[config.mk]
export PLATFORM = sky130hd
export DESIGN_NAME = prog_loader
export DESIGN_NICKNAME = d
export VERILOG_FILES = /design/src/rtl/prog_loader_pkg.sv /design/src/rtl/instr_encoder.sv /design/src/rtl/prog_loader.sv
export SDC_FILE = /design/constraint.sdc
export NUM_CORES = 1
export LEC_CHECK = 0
export CAP_MARGIN = 5
export CELL_PAD_IN_SITES_DETAIL_PLACEMENT = 1
export CELL_PAD_IN_SITES_GLOBAL_PLACEMENT = 1
export CORE_MARGIN = 5
export CORE_UTILIZATION = 34
export CTS_CLUSTER_DIAMETER = 30
export CTS_CLUSTER_SIZE = 10
export DETAILED_ROUTE_END_ITERATION = 7
export PLACE_DENSITY_LB_ADDON = 0.1
export SYNTH_ARGS = -nofsm -noshare
export SYNTH_HDL_FRONTEND = slang
export SYNTH_SLANG_ARGS = --single-unit
[constraint.sdc]
create_clock -name CLK -period 1.8 [get_ports CLK]
set_input_delay 0.36 -clock CLK [delete_from_list [all_inputs] [get_ports CLK]]
set_output_delay 0.36 -clock CLK [all_outputs]
set_load 0.05 [all_outputs]
[src/rtl/prog_loader_pkg.sv]
// Shared definitions for the program loader: instruction opcodes, loader FSM
// states and word/field widths. Imported by instr_encoder and prog_loader.
package prog_loader_pkg;

    localparam int unsigned AddrW = 8;
    localparam int unsigned CountW = 8;
    localparam int unsigned WordW = 32;

    // Instruction opcodes (7-bit). Any value not listed here is illegal.
    localparam logic [6:0] OpNop = 7'h00;
    localparam logic [6:0] OpAdd = 7'h02;
    localparam logic [6:0] OpSub = 7'h05;
    localparam logic [6:0] OpSlt = 7'h65;
    localparam logic [6:0] OpAnd = 7'h08;
    localparam logic [6:0] OpOr  = 7'h09;
    localparam logic [6:0] OpXor = 7'h0A;
    localparam logic [6:0] OpSt  = 7'h01;
    localparam logic [6:0] OpLod = 7'h21;
    localparam logic [6:0] OpAdi = 7'h22;
    localparam logic [6:0] OpSbi = 7'h25;
    localparam logic [6:0] OpNot = 7'h2E;
    localparam logic [6:0] OpAni = 7'h28;
    localparam logic [6:0] OpOri = 7'h29;
    localparam logic [6:0] OpXri = 7'h2A;
    localparam logic [6:0] OpAiu = 7'h62;
    localparam logic [6:0] OpSiu = 7'h45;
    localparam logic [6:0] OpMov = 7'h40;
    localparam logic [6:0] OpLsl = 7'h30;
    localparam logic [6:0] OpLsr = 7'h31;
    localparam logic [6:0] OpJmr = 7'h61;
    localparam logic [6:0] OpBz  = 7'h20;
    localparam logic [6:0] OpBnz = 7'h60;
    localparam logic [6:0] OpJmp = 7'h44;
    localparam logic [6:0] OpJml = 7'h07;

    typedef enum logic [1:0] {
        StIdle,
        StAccept,
        StWrite,
        StFin
    } state_e;

endpackage

[src/rtl/instr_encoder.sv]
// Combinational instruction packer and opcode legality checker.
// Ports:
//   opcode_i, dr_i, sa_i, sb_i, imm_i, use_imm_i : instruction fields
//   word_o  : packed 32-bit instruction word
//   legal_o : 1 when opcode_i is a known opcode
module instr_encoder
    import prog_loader_pkg::*;
(
    input  logic [6:0]  opcode_i,
    input  logic [4:0]  dr_i,
    input  logic [4:0]  sa_i,
    input  logic [4:0]  sb_i,
    input  logic [14:0] imm_i,
    input  logic        use_imm_i,
    output logic [31:0] word_o,
    output logic        legal_o
);

    always_comb begin
        legal_o = 1'b0;
        unique case (opcode_i)
            OpNop, OpAdd, OpSub, OpSlt, OpAnd, OpOr, OpXor, OpSt, OpLod,
            OpAdi, OpSbi, OpNot, OpAni, OpOri, OpXri, OpAiu, OpSiu, OpMov,
            OpLsl, OpLsr, OpJmr, OpBz, OpBnz, OpJmp, OpJml: legal_o = 1'b1;
            default: legal_o = 1'b0;
        endcase
    end

    always_comb begin
        word_o = {opcode_i, dr_i, sa_i, (use_imm_i ? imm_i : {sb_i, 10'b0})};
        // NOP carries no operands; clear them so stale fields never leak into memory.
        if (opcode_i == OpNop) begin
            word_o[24:0] = '0;
        end
    end

endmodule

[src/rtl/prog_loader.sv]
// Program loader: accepts instruction fields over a valid/ready handshake,
// packs them and writes them to consecutive instruction-memory addresses.
// Ports:
//   CLK, RESET_N          : clock, async active-low reset
//   START, BASE_ADDR, COUNT : session start, first address, word count
//   IN_VALID / IN_READY   : field handshake; IN_OPCODE..IN_USE_IMM fields
//   MEM_WE, MEM_ADDR, MEM_WDATA : instruction-memory write port
//   BUSY, DONE            : session active, one-cycle end-of-session pulse
//   ERR, ERR_ADDR         : sticky illegal-opcode flag and its address
module prog_loader
    import prog_loader_pkg::*;
(
    input  logic        CLK,
    input  logic        RESET_N,
    input  logic        START,
    input  logic [7:0]  BASE_ADDR,
    input  logic [7:0]  COUNT,
    input  logic        IN_VALID,
    output logic        IN_READY,
    input  logic [6:0]  IN_OPCODE,
    input  logic [4:0]  IN_DR,
    input  logic [4:0]  IN_SA,
    input  logic [4:0]  IN_SB,
    input  logic [14:0] IN_IMM,
    input  logic        IN_USE_IMM,
    output logic        MEM_WE,
    output logic [7:0]  MEM_ADDR,
    output logic [31:0] MEM_WDATA,
    output logic        BUSY,
    output logic        DONE,
    output logic        ERR,
    output logic [7:0]  ERR_ADDR
);

    state_e            state_q, state_d;
    logic [AddrW-1:0]  addr_q, addr_d;
    logic [CountW-1:0] count_q, count_d;
    logic [AddrW-1:0]  mem_addr_q, mem_addr_d;
    logic [WordW-1:0]  mem_wdata_q, mem_wdata_d;
    logic              err_q, err_d;
    logic [AddrW-1:0]  err_addr_q, err_addr_d;

    logic [WordW-1:0]  enc_word;
    logic              enc_legal;

    instr_encoder u_encoder (
        .opcode_i  (IN_OPCODE),
        .dr_i      (IN_DR),
        .sa_i      (IN_SA),
        .sb_i      (IN_SB),
        .imm_i     (IN_IMM),
        .use_imm_i (IN_USE_IMM),
        .word_o    (enc_word),
        .legal_o   (enc_legal)
    );

    always_comb begin
        state_d     = state_q;
        addr_d      = addr_q;
        count_d     = count_q;
        mem_addr_d  = mem_addr_q;
        mem_wdata_d = mem_wdata_q;
        err_d       = err_q;
        err_addr_d  = err_addr_q;

        unique case (state_q)
            StIdle: begin
                if (START) begin
                    addr_d  = BASE_ADDR;
                    count_d = COUNT;
                    err_d   = 1'b0;
                    state_d = (COUNT == '0) ? StFin : StAccept;
                end
            end
            StAccept: begin
                if (IN_VALID) begin
                    if (enc_legal) begin
                        // Write port registers double as the word register, so they
                        // naturally hold their last values between writes.
                        mem_addr_d  = addr_q;
                        mem_wdata_d = enc_word;
                        state_d     = StWrite;
                    end else begin
                        err_d      = 1'b1;
                        err_addr_d = addr_q;
                        state_d    = StFin;
                    end
                end
            end
            StWrite: begin
                addr_d  = addr_q + 8'd1;  // wraps FF -> 00
                count_d = count_q - 8'd1;
                state_d = (count_q == 8'd1) ? StFin : StAccept;
            end
            StFin: begin
                state_d = StIdle;
            end
            default: begin
                state_d = StIdle;
            end
        endcase
    end

    always_ff @(posedge CLK or negedge RESET_N) begin
        if (!RESET_N) begin
            state_q     <= StIdle;
            addr_q      <= '0;
            count_q     <= '0;
            mem_addr_q  <= '0;
            mem_wdata_q <= '0;
            err_q       <= 1'b0;
            err_addr_q  <= '0;
        end else begin
            state_q     <= state_d;
            addr_q      <= addr_d;
            count_q     <= count_d;
            mem_addr_q  <= mem_addr_d;
            mem_wdata_q <= mem_wdata_d;
            err_q       <= err_d;
            err_addr_q  <= err_addr_d;
        end
    end

    // Decoded straight from the state register so reset clears them at once.
    assign IN_READY  = (state_q == StAccept);
    assign MEM_WE    = (state_q == StWrite);
    assign BUSY      = (state_q != StIdle);
    assign DONE      = (state_q == StFin);
    assign MEM_ADDR  = mem_addr_q;
    assign MEM_WDATA = mem_wdata_q;
    assign ERR       = err_q;
    assign ERR_ADDR  = err_addr_q;

endmodule

==> summary.md <==
| Metric | Value |
|---|---|
| WP data required | 2050 ps |
| Worst setup EP type | register |
| Drt wl/cell | 17.3 um |
| Post-route DRC | 0 |
| Initial DRC count | 55 |
| Non-filler instance count after layout | 619 |
| Failing checks | setup timing |
| CTS tree | done |
| Antenna diode count | 0 |
| Input/output buffers | 110 |
| Post-synth top area share | 51.0% |
| Final nets | 542 |
| CTS clk-pin slew, worst paths | 80 ps |
| DP Area | 4780 um2 |
| Bufs on Longest Clock Path | 2 |
| EDFF count, synth | 0 |
| Initial antenna violation count | 0 |
| Clk root buf | clkbuf_8 |
| Syn Nets | 383 |
| Status | finished with violations |
| Post-Route WL | 10700 um |
| Worst Slack Setup Final | -91.2 ps |
| Total grt overflow | 0 |
| Post-DP HPWL | 7780 um |
| H-tree depth | 3 |
| Worst slew pin tran | 507 ps |
| Yosys reg bits | 67 |
| Most repeated cell in the gate-level netlist after synthesis | dfrtp_1 |
| Fmax | 529 MHz |
| Via count | 3034 |
| RSZ-0062 raised after global routing | true |
| Number of global-route vias before repair | 3404 |
| Ys flop type | dfrtp_1 |
| Post-synth top cells | dfrtp_1, nand2_1, mux2i_1, nor2_1, inv_1 |
| Relative slew slack | 66.2% |
| CP startpoint kind | input pin |
| Sink Count | 67 |
| Placed cells | 589 |
| Largest net degree at the start of global routing | 27 |
| Final period util | 105% |
| PwrDens | 1790 nW/um2 |
| Clock skew | 14.0 ps |
| Fin. Hold Viols | 0 |
| Rows | 36 |
| Max Slew Vio Count | 0 |
| Cell Area, Synth | 3290 um2 |
| Critical Path AT | 2140 ps |
| Layout cell share with drive strength beyond 1 | 35.0% |
| Area of the core | 9590 um2 |
| Seq/Total Area, Yosys | 51.0% |
| Routability cong. | 0.785 |
| Yosys cell types | 46 |
| Initial core utilization | 34.3% |
| # setup viols final | 45 |
| Hold Slack | 379 ps |
| Top post-synthesis cells by area | dfrtp_1, mux2i_1, mux2_2 |
| WS Path Type | in2reg |
| Power Total | 9.42 mW |
| 1st-pass router iterations | 4 |
| Largest fanout on the critical path | 6 |
| Final min period | 1890 ps |
| GRT Util Overall | 19.2% |
| Post-synth ARST share | 100% |
| Peak VDD IR | 0.656 mV |
| Width of the die | 108 um |
| Ys Warns | 0 |
| Final Instance Area | 5270 um2 |
| Max capacitance violation total | 0 |
| P_leak | 2.41 nW |
| Routed Antenna Nets | 0 |
| Post-DR vias/cell | 4.90 |
| Hold Path Class | in2reg |
| Placement Setup Slack | -904 ps |
| Gate Count Post-Synth | 322 |
| FILL cells | 1055 |
| CTS Buf Count | 9 |
| Post-synth top area cell | dfrtp_1 |
| # IOs | 111 |
| Mapped Avg Cell Area | 10.2 um2 |
| Synth-to-layout area growth | 60.2% |
| Die Ht | 108 um |
| First-pass GRT wire length | 17700 um |
| Die area | 11700 um2 |
| Clk_lat worst skew | 340 ps |
==> cell families (layout without fill, tap and decap cells) <==
logic type	Yosys count	in the layout	synth area share (%)
AOI/OAI and AO/OA	55	55	10.7
xor gates and xnor gates	1	1	0.266
adders and majority gates	3	3	1.14
buffers and inverters	40	203	5.48
DFF	67	67	51.0
muxes	54	54	17.5
and+or+nand+nor	102	103	14.0
==> power breakdown <==
part	total, mW	switching [mW]	internal (mW)
clock network	1.38	0.597	0.783
logic	5.29	3.29	1.99
registers	2.76	0.532	2.22
total	9.42	4.42	5.00
==> metrics by stage <==
| stage | TNS (ps) | utilization (%) |
|---|---|---|
| CTS | -5770 | 55.3 |
| finish | -2490 | 54.9 |
| global route | -4880 | 54.9 |
| floorplan | -6900 | - |
| detailed placement | -41900 | 49.8 |
| global placement | -39620 | 49.8 |
==> repair_timing <==
| item | CTS | global route |
|---|---|---|
| buffers inserted | 10 | 1 |
| endpoints found under the setup margin | 51 | 50 |
| cloned | 5 | 0 |
| hold buffers | 1 | 0 |
| pin swaps | 6 | 6 |
| resized for setup | 58 | 16 |
| endpoints found under the hold margin | 12 | 0 |
==> placed cells by master, fill, tap and decap left out, types with 3 or more instances in the layout <==
| master | n |
|---|---|
| buf_4 | 83 |
| dfrtp_1 | 67 |
| clkdlybuf4s50_1 | 49 |
| nand2_1 | 42 |
| nor2_1 | 25 |
| inv_1 | 24 |
| mux2i_1 | 24 |
| mux2_4 | 17 |
| a21oi_1 | 13 |
| o21ai_0 | 11 |
| nand3_1 | 10 |
| mux2_2 | 10 |
| buf_12 | 10 |
| clkbuf_8 | 9 |
| o22ai_1 | 7 |
| buf_6 | 7 |
| nor2b_1 | 5 |
| buf_8 | 5 |
| and3_1 | 3 |
| a31oi_1 | 3 |
| nor3_1 | 3 |
| ha_1 | 3 |
| buf_2 | 3 |
==> critical path, stage by stage <==
cell and delay, ps:
buf_8 100, buf_6 110, nor3_4 150, a21oi_2 40
o31a_1 230, o311a_1 330, a21oi_4 190, buf_12 140
buf_12 140, buf_8 120, mux2i_2 220
==> cell type report <==
cell class                      instances  area (um2)  share of cell area [%]
Tap cell                              133         166                    3.16
Clock buffer                           10         128                    2.42
Clock inverter                          6        90.1                    1.71
Timing Repair Buffer                  161        1540                    29.2
Multi-Input combinational cell        216        1570                    29.9
Inverter                               26        97.6                    1.85
Sequential cell                        67        1680                    31.8
==> sequential cells by signal, indices dropped and copies added, names as in the netlist <==
signal	count
MEM_WDATA	32
ERR_ADDR	8
MEM_ADDR	8
addr_q	8
count_q	8
state_q	2
ERR	1
==> worst paths after layout <==
check,from,end,slack (ps),depth (start not counted)
min in group asynchronous,RESET_N,MEM_WDATA[26]$_DFFE_PN0P_,530,2
worst min register to register,ERR$_DFFE_PN0P_,ERR$_DFFE_PN0P_,490,1
worst max-delay path,IN_OPCODE[3],MEM_WDATA[16]$_DFFE_PN0P_,-90,11
worst max register to register,state_q[1]$_DFFE_PN0P_,MEM_WDATA[16]$_DFFE_PN0P_,130,8
worst min-delay path,IN_OPCODE[1],MEM_WDATA[26]$_DFFE_PN0P_,380,3
max in group asynchronous,RESET_N,addr_q[1]$_DFFE_PN0P_,760,3
==> per-layer routing <==
metal  track usage [%]  routed length, um
met1              23.4               4590
met2              33.8               5330
met3              4.78                647
met4              4.87                117
met5                 0                  0
(Power assumes the default switching activity.)
